### src/rtl/writeback_arbiter_if.sv
// Writeback bundle between the pipeline/MDU producers, the arbiter and the register file.
// The master modport is the producer/consumer side and the slave modport is the arbiter.
interface writeback_arbiter_if;
  logic        pipe_valid;
  logic [4:0]  pipe_rd;
  logic [31:0] pipe_data;
  logic        mdu_valid;
  logic [4:0]  mdu_rd;
  logic [31:0] mdu_data;
  logic        mdu_ready;
  logic        pipe_stall;
  logic [31:0] busy;
  logic        we3;
  logic [4:0]  wa3;
  logic [31:0] wd3;

  modport master (
    output pipe_valid, pipe_rd, pipe_data,
    output mdu_valid, mdu_rd, mdu_data,
    input  mdu_ready, pipe_stall, busy,
    input  we3, wa3, wd3
  );

  modport slave (
    input  pipe_valid, pipe_rd, pipe_data,
    input  mdu_valid, mdu_rd, mdu_data,
    output mdu_ready, pipe_stall, busy,
    output we3, wa3, wd3
  );
endinterface

### src/rtl/writeback_arbiter.sv
// Single-port register-file writeback arbiter: the pipeline has priority, multi-cycle
// results wait in an in-order FIFO and force a pipe stall once starved long enough.
module writeback_arbiter #(
  parameter int DEPTH      = 2,
  parameter int STARVE_MAX = 4
) (
  input logic                clk,
  input logic                reset,
  writeback_arbiter_if.slave wb
);
  localparam int AW = (DEPTH > 1) ? $clog2(DEPTH) : 1;
  localparam int CW = AW + 1;
  localparam int SW = $clog2(STARVE_MAX + 1);
  localparam logic [CW-1:0] FULL_CNT   = CW'(DEPTH);
  localparam logic [SW-1:0] STARVE_TOP = SW'(STARVE_MAX);

  logic [4:0]    rd_mem   [DEPTH];
  logic [31:0]   data_mem [DEPTH];
  logic [31:0]   entry_busy [DEPTH];
  logic [31:0]   busy_all;

  logic [AW-1:0] wr_ptr_reg, wr_ptr_next;
  logic [AW-1:0] rd_ptr_reg, rd_ptr_next;
  logic [CW-1:0] count_reg, count_next;
  logic [SW-1:0] starve_reg, starve_next;
  logic          we3_reg, we3_next;
  logic [4:0]    wa3_reg, wa3_next;
  logic [31:0]   wd3_reg, wd3_next;

  logic fifo_empty;
  logic fifo_full;
  logic stall;
  logic pipe_win;
  logic push;
  logic pop;

  assign fifo_empty = (count_reg == '0);
  assign fifo_full  = (count_reg == FULL_CNT);

  // Ready comes only from the registered count so it never depends on this cycle's pop.
  assign stall    = !reset && (starve_reg == STARVE_TOP);
  assign pipe_win = !stall && wb.pipe_valid && (wb.pipe_rd != 5'd0);
  assign pop      = !fifo_empty && (stall || !pipe_win);
  assign push     = !reset && !fifo_full && wb.mdu_valid && (wb.mdu_rd != 5'd0);

  assign wb.mdu_ready  = !reset && !fifo_full;
  assign wb.pipe_stall = stall;
  assign wb.we3        = we3_reg;
  assign wb.wa3        = wa3_reg;
  assign wb.wd3        = wd3_reg;

  always_comb begin
    count_next  = count_reg;
    wr_ptr_next = wr_ptr_reg;
    rd_ptr_next = rd_ptr_reg;
    starve_next = starve_reg;
    we3_next    = 1'b0;
    wa3_next    = wa3_reg;
    wd3_next    = wd3_reg;

    if (push) begin
      wr_ptr_next = wr_ptr_reg + AW'(1);
    end
    if (pop) begin
      rd_ptr_next = rd_ptr_reg + AW'(1);
    end
    case ({push, pop})
      2'b10:   count_next = count_reg + CW'(1);
      2'b01:   count_next = count_reg - CW'(1);
      default: count_next = count_reg;
    endcase

    if (pop || fifo_empty) begin
      starve_next = '0;
    end else if (starve_reg != STARVE_TOP) begin
      starve_next = starve_reg + SW'(1);
    end

    if (pipe_win) begin
      we3_next = 1'b1;
      wa3_next = wb.pipe_rd;
      wd3_next = wb.pipe_data;
    end else if (pop) begin
      we3_next = 1'b1;
      wa3_next = rd_mem[rd_ptr_reg];
      wd3_next = data_mem[rd_ptr_reg];
    end
  end

  always_ff @(posedge clk) begin
    if (reset) begin
      wr_ptr_reg <= '0;
      rd_ptr_reg <= '0;
      count_reg  <= '0;
      starve_reg <= '0;
      we3_reg    <= 1'b0;
      wa3_reg    <= '0;
      wd3_reg    <= '0;
    end else begin
      wr_ptr_reg <= wr_ptr_next;
      rd_ptr_reg <= rd_ptr_next;
      count_reg  <= count_next;
      starve_reg <= starve_next;
      we3_reg    <= we3_next;
      wa3_reg    <= wa3_next;
      wd3_reg    <= wd3_next;
    end
  end

  // Storage needs no reset: liveness of each slot is derived from the pointers and count.
  always_ff @(posedge clk) begin
    if (push) begin
      rd_mem[wr_ptr_reg]   <= wb.mdu_rd;
      data_mem[wr_ptr_reg] <= wb.mdu_data;
    end
  end

  for (genvar gi = 0; gi < DEPTH; gi++) begin : g_busy
    logic [AW-1:0] offset;
    logic          live;
    assign offset         = AW'(gi) - rd_ptr_reg;
    assign live           = ({1'b0, offset} < count_reg);
    assign entry_busy[gi] = live ? (32'd1 << rd_mem[gi]) : 32'd0;
  end

  always_comb begin
    busy_all = '0;
    for (int i = 0; i < DEPTH; i++) begin
      busy_all = busy_all | entry_busy[i];
    end
  end

  assign wb.busy = reset ? 32'd0 : (busy_all & ~32'd1);

endmodule

### src/flat_wrapper.sv
// flat-port wrapper written by rule: the top's interface ports become plain ports
module writeback_arbiter_flat 
#(
  parameter int DEPTH      = 2,
  parameter int STARVE_MAX = 4
)
  (clk, reset, wb_pipe_valid, wb_pipe_rd, wb_pipe_data, wb_mdu_valid, wb_mdu_rd, wb_mdu_data, wb_mdu_ready, wb_pipe_stall, wb_busy, wb_we3, wb_wa3, wb_wd3);
  writeback_arbiter_if wb_i ();
  input logic clk;
  input logic reset;
  input wire logic [$bits(wb_i.pipe_valid)-1:0] wb_pipe_valid;
  input wire logic [$bits(wb_i.pipe_rd)-1:0] wb_pipe_rd;
  input wire logic [$bits(wb_i.pipe_data)-1:0] wb_pipe_data;
  input wire logic [$bits(wb_i.mdu_valid)-1:0] wb_mdu_valid;
  input wire logic [$bits(wb_i.mdu_rd)-1:0] wb_mdu_rd;
  input wire logic [$bits(wb_i.mdu_data)-1:0] wb_mdu_data;
  output wire logic [$bits(wb_i.mdu_ready)-1:0] wb_mdu_ready;
  output wire logic [$bits(wb_i.pipe_stall)-1:0] wb_pipe_stall;
  output wire logic [$bits(wb_i.busy)-1:0] wb_busy;
  output wire logic [$bits(wb_i.we3)-1:0] wb_we3;
  output wire logic [$bits(wb_i.wa3)-1:0] wb_wa3;
  output wire logic [$bits(wb_i.wd3)-1:0] wb_wd3;
  assign wb_i.pipe_valid = wb_pipe_valid;
  assign wb_i.pipe_rd = wb_pipe_rd;
  assign wb_i.pipe_data = wb_pipe_data;
  assign wb_i.mdu_valid = wb_mdu_valid;
  assign wb_i.mdu_rd = wb_mdu_rd;
  assign wb_i.mdu_data = wb_mdu_data;
  assign wb_mdu_ready = wb_i.mdu_ready;
  assign wb_pipe_stall = wb_i.pipe_stall;
  assign wb_busy = wb_i.busy;
  assign wb_we3 = wb_i.we3;
  assign wb_wa3 = wb_i.wa3;
  assign wb_wd3 = wb_i.wd3;
  writeback_arbiter #(.DEPTH(DEPTH), .STARVE_MAX(STARVE_MAX)) u_core (.clk(clk), .reset(reset), .wb(wb_i));
endmodule
### config.mk
export PLATFORM = sky130hd
export DESIGN_NAME = writeback_arbiter_flat
export DESIGN_NICKNAME = d
export VERILOG_FILES = /design/src/rtl/writeback_arbiter_if.sv /design/src/rtl/writeback_arbiter.sv /design/src/flat_wrapper.sv
export SDC_FILE = /design/constraint.sdc
export NUM_CORES = 1
export LEC_CHECK = 0
export CORE_MARGIN = 2
export CORE_UTILIZATION = 43
export CTS_CLUSTER_SIZE = 8
export DETAILED_ROUTE_END_ITERATION = 7
export GPL_TIMING_DRIVEN = 0
export PLACE_DENSITY_LB_ADDON = 0.05
export SLEW_MARGIN = 20
export SYNTH_ARGS = -nofsm -noshare
export SYNTH_HDL_FRONTEND = slang
export SYNTH_SLANG_ARGS = --single-unit
export TNS_END_PERCENT = 30
### constraint.sdc
create_clock -name clk -period 3.11 [get_ports clk]
set_input_delay 0.622 -clock clk [delete_from_list [all_inputs] [get_ports clk]]
set_output_delay 0.622 -clock clk [all_outputs]
set_load 0.05 [all_outputs]
# [After elaboration in Yosys (flattened, before gate mapping)]
# Memories as Yosys holds them, arrays and structs flattened. A register that Yosys moved wholly into a read port is not among the register bits.
# Index checks and enable logic that the tools add are counted.
[totals] n_memories=2 ramBits=74 inputBits=78 reg_bits=45
[memory_table] name="u_core.data_mem" depth=2 word_bits=32 read_ports=1 rd_clocked_by_memory_dff=1 wr=1 line_no="writeback_arbiter.sv:18" rtl="logic [31:0] data_mem [DEPTH];"
[memory_table] name="u_core.rd_mem" depth=2 word_bits=5 read_ports=3 rd_clocked_by_memory_dff=1 wr=1 line_no="writeback_arbiter.sv:17" rtl="logic [4:0] rd_mem [DEPTH];"
[classes] n_bitwise=1 n_eq_ne=5 n_reduce_logical=20 order_cmp=2 shifts=2 mux=16 add_sub_neg=7
[ops] op="$mux W32" n=5
[ops] op="$shl A1 B5 Y32 const A" n=2
[ops] op="$or A32 B32 Y32" n=1
[ops] op="$mux W5" n=2
[ops] op="$reduce_bool A5 Y1" n=2
[ops] op="$mux W1" n=8
[ops] op="$logic_and A1 B1 Y1" n=7
[ops] op="$logic_not A1 Y1" n=5
[ops] op="$eq A2 B2 Y1 const B" n=2
[ops] op="$lt A1 B2 Y1" n=2
[ops] op="$pmux W2 S2" n=1
[ops] op="$reduce_bool A2 Y1" n=2
[ops] op="$add A3 B1 Y3 const B" n=1
[ops] op="$eq A3 B3 Y1 const B" n=1
[ops] op="$ne A3 B3 Y1 const B" n=1
[ops] op="$add A1 B1 Y1 const B" n=2
[ops] op="$add A2 B1 Y2 const B" n=1
[ops] op="$eq A2 B1 Y1 const B" n=1
[ops] op="$logic_not A2 Y1" n=1
[ops] op="$logic_or A1 B1 Y1" n=2
[ops] op="$reduce_or A2 Y1" n=1
[ops] op="$sub A1 B1 Y1 const A" n=2
[ops] op="$sub A2 B1 Y2 const B" n=1

# [Depth between registers and ports, before layout]
# Gate-level depths: netlist (run 1).
[logic_depth] word_depth=10 mapped_depth=10 ltp_nobuf=9

# [Worst setup path after synthesis (run 1)]
# Ideal clock, no wire load.
[synth_timing] kind="input to register" start="in reset" end="mem u_core.data_mem[1][0], enable pin" slack_ns=-0.099 path_stages=5 setup_time_ns=0.431 arrival_ns=2.778 path_buffers=1 path_cell_list="buf_2 > inv_1 > o211ai_1 > or2_2 > nor2_1"
[synth_via] elab_chain_cells=6
[synth_rtl] element="start: declaration" line_no="flat_wrapper.sv:10" rtl="input logic reset;"
[synth_rtl] element="$logic_not A1 Y1" line_no="writeback_arbiter.sv:44" rtl="assign push = !reset && !fifo_full && wb.mdu_valid && (wb.mdu_rd != 5'd0);"
[synth_rtl] element="$logic_and A1 B1 Y1 (3 in series)" line_no="writeback_arbiter.sv:44"
[synth_rtl] element="$mux W1" line_no="writeback_arbiter.sv:112" rtl="if (push) begin"
[synth_rtl] element="$mux W1 (implied by the code)" line_no="writeback_arbiter.sv:114" rtl="data_mem[wr_ptr_reg] <= wb.mdu_data;"
[synth_rtl] element="end: declaration" line_no="writeback_arbiter.sv:18"
# Every way passes these cells.

# [Worst setup path after layout (run 1)]
[layout_timing] start="reg u_core.count_reg[0]" end="out wb_busy[25]"
[layout_via] elab_chain_cells=4 word_cells_on_any_way=6 cone_classes="order compare: 2; mux: 3; bitwise: 1"
[layout_rtl] element="start: declaration" line_no="writeback_arbiter.sv:24" rtl="logic [CW-1:0] count_reg, count_next;"
[layout_rtl] element="start signal: assignment" line_no="writeback_arbiter.sv:102" rtl="count_reg <= count_next;"
[layout_rtl] element="$lt A1 B2 Y1" line_no="writeback_arbiter.sv:122" rtl="assign live = ({1'b0, offset} < count_reg);"
[layout_rtl] element="$mux W32" line_no="writeback_arbiter.sv:123" rtl="assign entry_busy[gi] = live ? (32'd1 << rd_mem[gi]) : 32'd0;"
[layout_rtl] element="$or A32 B32 Y32 *" line_no="writeback_arbiter.sv:129" rtl="busy_all = busy_all | entry_busy[i];"
[layout_rtl] element="$mux W32 *" line_no="writeback_arbiter.sv:133" rtl="assign wb.busy = reset ? 32'd0 : (busy_all & ~32'd1);"
[layout_rtl] element="end: declaration" line_no="flat_wrapper.sv:19" rtl="output wire logic [$bits(wb_i.busy)-1:0] wb_busy;"
# Mark *: on every way between the ends. The rest lies on a longest branch, timed or not.

==> results by group, run 1 <==
Status
  – Status: finished, final reports clean

Finish
  – Max reg flops: 64
  – Share of layout cells above drive strength 1: 13.5%
  – Fillcell total: 974
  – Register area: 3140 sq um
  – Antenna cells: 0
  – Nets@finish: 736
  – Area growth from synthesis to layout: 42.5%
  – Area occupied by multi-input gates: 1990 sq um

Setup path
  – Max stage delay on crit path: 0.53 ns
  – Crit path DAT: 2.40 ns
  – Top delay family on crit path: buffers and inverters
  – Maximum fanout along the worst path: 8
  – WP data required: 2.49 ns
  – Startpoint types: flop
  – Reg-to-reg startpoint: u_core.starve_reg[0]
  – Crit. Startpoint: u_core.count_reg[0]
  – Buf+Inv Stages, Crit Path: 3
  – Slowest cell on crit path: dlygate4sd2_1
  – CP Capture Type: output pin
  – Worst Setup Path Type: flop to output pin
  – Cell Chain, Critical Path: buf_2 > a21oi_2 > and3b_1 > clkbuf_1 > a22oi_1 > nor2_1 > dlygate4sd2_1

Yosys
  – Post-Syn Area per Cell: 10.8 sq um
  – Syn Nets: 566
  – Fraction of registers with async set/reset: 0%
  – Top-area cell type share of the netlist area: 42.3%
  – Most used DFF post-synth: edfxtp_1
  – Commonest cells post-synth: nand2_1, edfxtp_1, dfxtp_1
  – Post-synth EDFFs: 74
  – Area of the mapped netlist: 5260 sq um
  – Seq/Total Area, Yosys: 59.8%
  – Number of library cell types mapped by synthesis: 34
  – Register bit count reported by yosys: 120
  – Syn Inst Count: 485
  – Area contributors post-synth: edfxtp_1, dfxtp_1, mux2i_1, nand2_1, o211ai_1
  – Area leader, netlist: edfxtp_1
  – Top-count cell post-synth: nand2_1
  – Total of warnings raised by yosys: 0

Floorplanning
  – Die height: 115 um
  – Core area: 12000 sq um
  – Top Ports: 150
  – Die Span X: 115 um
  – Die area: 13100 sq um
  – Row count: 40
  – Initial Utilization: 43.9%

Detailed routing
  – Vias per cell: 5.47
  – DR pass1 iterations: 6
  – Aggregate routed wire length: 13700 um
  – DR iter-0 viols: 386
  – DRT antenna net count: 0
  – Residual DRC: 0
  – Vias: 4458
  – WL/cell: 16.8 um

Power
  – Logic pwr share: 33.2%
  – Pwr Total: 5.65 mW
  – Max VDD drop: 0.488 mV
  – Psw: 2.01 mW
  – Power density over the cells: 755 nW/um^2
  – Power Internal: 3.64 mW
  – Leak: 2.61 nW
  – Clock Power Share: 31.9%
  – Seq pwr share: 34.9%
  – Switching power share of the total: 35.6%

Timing
  – Final Worst Setup Slack: 0.0910 ns
  – Crit path time final: 3.02 ns
  – Final Max Tran Viols: 0
  – Fmax: 331 MHz
  – RSZ-0062 raised after global routing: yes
  – Total negative slack: 0 ns
  – Final Setup Violations: 0
  – Actual slew at the worst max-slew pin: 0.756 ns
  – Clock Skew: 0.0120 ns
  – Relative slew slack: 49.6%
  – Crit share post-route: 97.1%
  – Hold Fails Final Rpt: 0

Global route
  – Total Routing Usage GR: 21.4%
  – Gr ovfl total: 0
  – Vias in the first global route: 4361
  – Pin count of the biggest net entering global routing: 21
  – Initial antenna violation count: 0
  – First-pass GRT wire length: 21900 um

Clock tree
  – Root Driver: clkbuf_16
  – CTS tree: yes
  – Cts bufs inserted: 17
  – Maximum clock path buffer count: 2
  – H-tree depth: 4
  – Clk pin slew, worst setup/hold paths: 0.06 ns
  – Skew-Pair Late Insertion Delay: 0.40 ns
  – Clk sinks: 120

Place
  – PortBufs: 147
  – Place WS: -0.245 ns
  – Final HPWL DP: 9670 um
  – RePlAce Congestion: 0.861

Flow run
  – Maxcap violations: 0

Hold path
  – Hold Startpoint: u_core.wr_ptr_reg
  – Worst Hold Class: flop to flop
## layer usage
layer  wire [um]  track usage [%]  vias to the layer above  part of all wire (%)
met5           0                0                        -                     0
met4         200             7.56                        0                   1.5
met3         910             6.19                       21                   6.6
met2        6900             36.2                      169                    50
met1        5700             26.2                     2152                    42
li1            -                -                     2116                     -
## stage by stage
| stage | cell area, sq um | hold slack [ns] | utilization [%] | instances |
|---|---|---|---|---|
| 5_1_grt | 7490 | 0.529 | 62.6 | 815 |
| 3_5_place_dp | 6970 | 0.490 | 58.3 | 781 |
| 4_1_cts | 7560 | 0.500 | 63.2 | 813 |
| 6_report | 7490 | 0.497 | 62.6 | 815 |
| 3_3_place_gp | 6910 | 0.471 | 57.8 | 779 |
| 2_1_floorplan | 5260 | 0.463 | - | 485 |
## cell type report
type / instances / area share (%)
buffer: 39 / 2.22
clock buffer: 18 / 5.73
multi-input combinational: 317 / 26.6
timing repair buffer: 151 / 18.9
tap: 147 / 2.46
sequential: 120 / 42.0
inverter: 9 / 0.451
clock inverter: 14 / 1.69
## worst reg2reg max path: stages (launching register included)
cell and delay [ns]:
dfxtp_1 0.37, inv_1 0.06, ha_1 0.21, nand3b_1 0.18
o211a_1 0.21, clkbuf_1 0.44, nor2_1 0.12, ha_1 0.36
or3_1 0.37, a21oi_1 0.13
## path summary, 6_finish.rpt
| kind | to | slack, ns | cells after the start |
|---|---|---|---|
| max reg2reg | u_core.count_reg[1] | 0.59 | 9 |
| max | wb_busy[25] | 0.09 | 7 |
| min reg2reg | u_core.wr_ptr_reg | 0.50 | 2 |
| min | u_core.wr_ptr_reg | 0.50 | 2 |
## cells by family (layout without fill, tap and decap cells)
family | count (synthesis) | count (layout) | share of synthesized area (%)
simple gates | 149 | 149 | 12.5
mux | 36 | 36 | 6.86
fa+ha+maj | 3 | 3 | 0.714
compound gates | 125 | 125 | 15.7
flops | 120 | 120 | 59.8
xor+xnor | 3 | 3 | 0.500
buf+inv | 48 | 231 | 3.81
other cells | 1 | 1 | 0.0714
## what timing repair did
item,4_1_cts,5_1_grt
endpoints found under the setup margin,31,31
buffers inserted,0,2
gates resized for setup,50,49
hold buffers,0,0
pin swaps,0,3
## placed cells by master (no fill, tap or decap), types with 4 or more instances in the layout
cell             synthesis  final
clkdlybuf4s50_1          0    116
nand2_1                 77     77
edfxtp_1                74     74
dfxtp_1                 46     46
a21oi_1                 42     41
nor2_1                  40     39
o211ai_1                38     38
mux2i_1                 36     36
a22oi_1                 31     31
clkbuf_1                24     25
clkbuf_2                 0     25
clkbuf_16                0     17
buf_2                   13     13
inv_1                    9      8
nor3b_1                  8      6
o21ai_0                  6      6
a211oi_4                 0      4
clkinvlp_4               0      4
## power groups by stage
stage / clock network (mW) / registers (mW) / logic (mW)
final: 1.81 / 1.97 / 1.88
after global routing: 1.91 / 1.99 / 2.02
after CTS: 1.83 / 1.97 / 1.88
after detailed placement: 0 / 1.99 / 1.84
after global placement: 0 / 1.99 / 1.79
after floorplan: 0 / 2.33 / 0.869
No activity file was read; power rests on OpenSTA's default activity.
==> inputs of run 2 (changes only) <==
--- a/config.mk
+++ b/config.mk
@@ -7,6 +7,7 @@
 export LEC_CHECK = 0
 export CORE_MARGIN = 2
 export CORE_UTILIZATION = 43
+export CTS_CLUSTER_DIAMETER = 50
 export CTS_CLUSTER_SIZE = 8
 export DETAILED_ROUTE_END_ITERATION = 7
 export GPL_TIMING_DRIVEN = 0
==> results of run 2 <==
Same layout as run 1: the final DEF is identical, and so are final timing and power.
==> inputs of run 3 (changes only) <==
--- a/config.mk
+++ b/config.mk
@@ -6,12 +6,13 @@
 export NUM_CORES = 1
 export LEC_CHECK = 0
 export CORE_MARGIN = 2
-export CORE_UTILIZATION = 43
+export CORE_UTILIZATION = 51
 export CTS_CLUSTER_DIAMETER = 50
 export CTS_CLUSTER_SIZE = 8
 export DETAILED_ROUTE_END_ITERATION = 7
 export GPL_TIMING_DRIVEN = 0
 export PLACE_DENSITY_LB_ADDON = 0.05
+export RECOVER_POWER = 100
 export SLEW_MARGIN = 20
 export SYNTH_ARGS = -nofsm -noshare
 export SYNTH_HDL_FRONTEND = slang
==> constraint.sdc (replaced) <==
create_clock -name clk -period 3.9 [get_ports clk]
set_input_delay 0.78 -clock clk [delete_from_list [all_inputs] [get_ports clk]]
set_output_delay 0.78 -clock clk [all_outputs]
set_load 0.05 [all_outputs]
==> results by group, run 3 (synthesis results as in run 1) <==
Clock tree
  – Post-CTS setup buffers: 0
  – H-tree depth: 4
  – Cts bufs inserted: 17
  – Clk sinks: 120
  – Root Driver: clkbuf_8
  – Skew-Pair Late Insertion Delay: 0.52 ns
  – CTS tree: yes
  – Clk pin slew, worst setup/hold paths: 0.06 ns
  – Maximum clock path buffer count: 2

Global route
  – Initial antenna violation count: 0
  – First-pass GRT wire length: 22500 um
  – Vias in the first global route: 4562
  – Total Routing Usage GR: 26.2%
  – Pin count of the biggest net entering global routing: 22
  – Gr ovfl total: 0

Finish
  – Nets@finish: 734
  – Final Non-Filler Cells: 802
  – Commonest non-fill, non-tap cell in the layout: dlygate4sd3_1
  – Share of layout cells above drive strength 1: 7.06%
  – Antenna cells: 0
  – Commonest non-fill, non-tap cells in the layout: dlygate4sd3_1, nand2_1, edfxtp_1
  – Area growth from synthesis to layout: 43.0%
  – Max reg flops: 64

Detailed routing
  – DR iter-0 viols: 293
  – Vias per cell: 5.55
  – Residual DRC: 0
  – DRT antenna net count: 0
  – WL/cell: 17.5 um
  – Aggregate routed wire length: 14100 um
  – DR pass1 iterations: 5
  – Vias: 4455

Timing
  – Actual slew at the worst max-slew pin: 1.69 ns
  – Fmax: 270 MHz
  – Crit share post-route: 94.8%
  – Total negative slack: 0 ns
  – Clock Skew: 0.00985 ns
  – Final Setup Violations: 0
  – Relative slew slack: -12.9%
  – RSZ-0062 raised after global routing: yes
  – Final Max Tran Viols: 20
  – Hold Fails Final Rpt: 0
  – Final Worst Setup Slack: 0.203 ns
  – Crit path time final: 3.70 ns

Place
  – PortBufs: 147
  – Post-Place Cells: 770
  – RePlAce Congestion: 0.824
  – Place WS: 0.479 ns
  – Final HPWL DP: 9950 um

Floorplanning
  – Initial Utilization: 51.6%
  – Row count: 37
  – Die Span X: 106 um
  – Die area: 11100 sq um
  – Core area: 10200 sq um
  – Die height: 106 um
  – Top Ports: 150

Setup path
  – Max stage delay on crit path: 0.82 ns
  – Top delay family on crit path: buffers and inverters
  – Crit path DAT: 2.92 ns
  – CP Capture Type: output pin
  – Cell Chain, Critical Path: buf_2 > nand2b_1 > a211oi_2 > a22oi_1 > nor2_1 > clkdlybuf4s50_1
  – Maximum fanout along the worst path: 8
  – Worst Setup Path Type: flop to output pin
  – WP data required: 3.12 ns
  – Startpoint types: flop
  – Buf+Inv Stages, Crit Path: 2
  – Slowest cell on crit path: clkdlybuf4s50_1

Flow run
  – Maxcap violations: 1

Status
  – Status: complete, but fails checks
  – Failing checks: capacitance limit, slew limit

Hold path
  – Worst Hold Class: flop to flop

Power
  – Power density over the cells: 604 nW/um^2
  – Leak: 2.66 nW
  – Max VDD drop: 0.410 mV
## run 3: worst reg2reg max path, cell delays in order, from the launching register on
cell and delay [ns]:
dfxtp_1 0.36, inv_1 0.22, o211ai_1 0.18, or2_2 0.33
nor2_1 1.25, clkbuf_2 0.64
## run 3: final timing paths
path / start / end / slack, ns / depth (start not counted)
worst max-delay path: u_core.count_reg[0] / wb_busy[23] / 0.20 / 6
worst min-delay path: u_core.wr_ptr_reg / u_core.wr_ptr_reg / 0.53 / 2
worst max register to register: u_core.count_reg[1] / u_core.data_mem[1][1] / 0.55 / 5
worst min register to register: u_core.wr_ptr_reg / u_core.wr_ptr_reg / 0.53 / 2
## run 3: cell type report
class,count,area [sq um]
Sequential cell,120,3140
Timing Repair Buffer,149,1480
Fill cell,735,2670
Clock buffer,20,435
Multi-Input combinational cell,317,1940
Inverter,9,33.8
Clock inverter,12,151
Tap cell,136,170
Buffer,39,160
## run 3: layer usage
metal / up-vias / routed length (um) / share of wire [%] / global-route usage, %
met5: - / 0 / 0 / 0
met4: 0 / 224 / 1.6 / 9.02
met3: 22 / 963 / 6.8 / 6.74
met2: 176 / 7370 / 52 / 46.3
met1: 2140 / 5510 / 39 / 30.8
li1: 2117 / - / - / -
## run 3: where the power goes
group          internal (mW)  switching [mW]
clock                  0.986           0.542
combinational          0.473           0.973
sequential              1.50          0.0671
total                   2.96            1.58
## run 3: timing repair
action / CTS / global route
hold buffers: 0 / 0
setup endpoints to repair: 20 / 23
pin swaps: 0 / 0
resized for setup: 3 / 4
## run 3: through the flow
stage	instance area (sq um)	hold slack, ns	utilization, %	power (mW)
3_5_place_dp	6960	0.503	68.3	3.06
5_1_grt	7510	0.556	73.8	4.75
6_report	7510	0.534	73.8	4.54
3_3_place_gp	6900	0.471	67.7	3.01
2_1_floorplan	5260	0.463	-	2.55
4_1_cts	7560	0.529	74.2	4.60
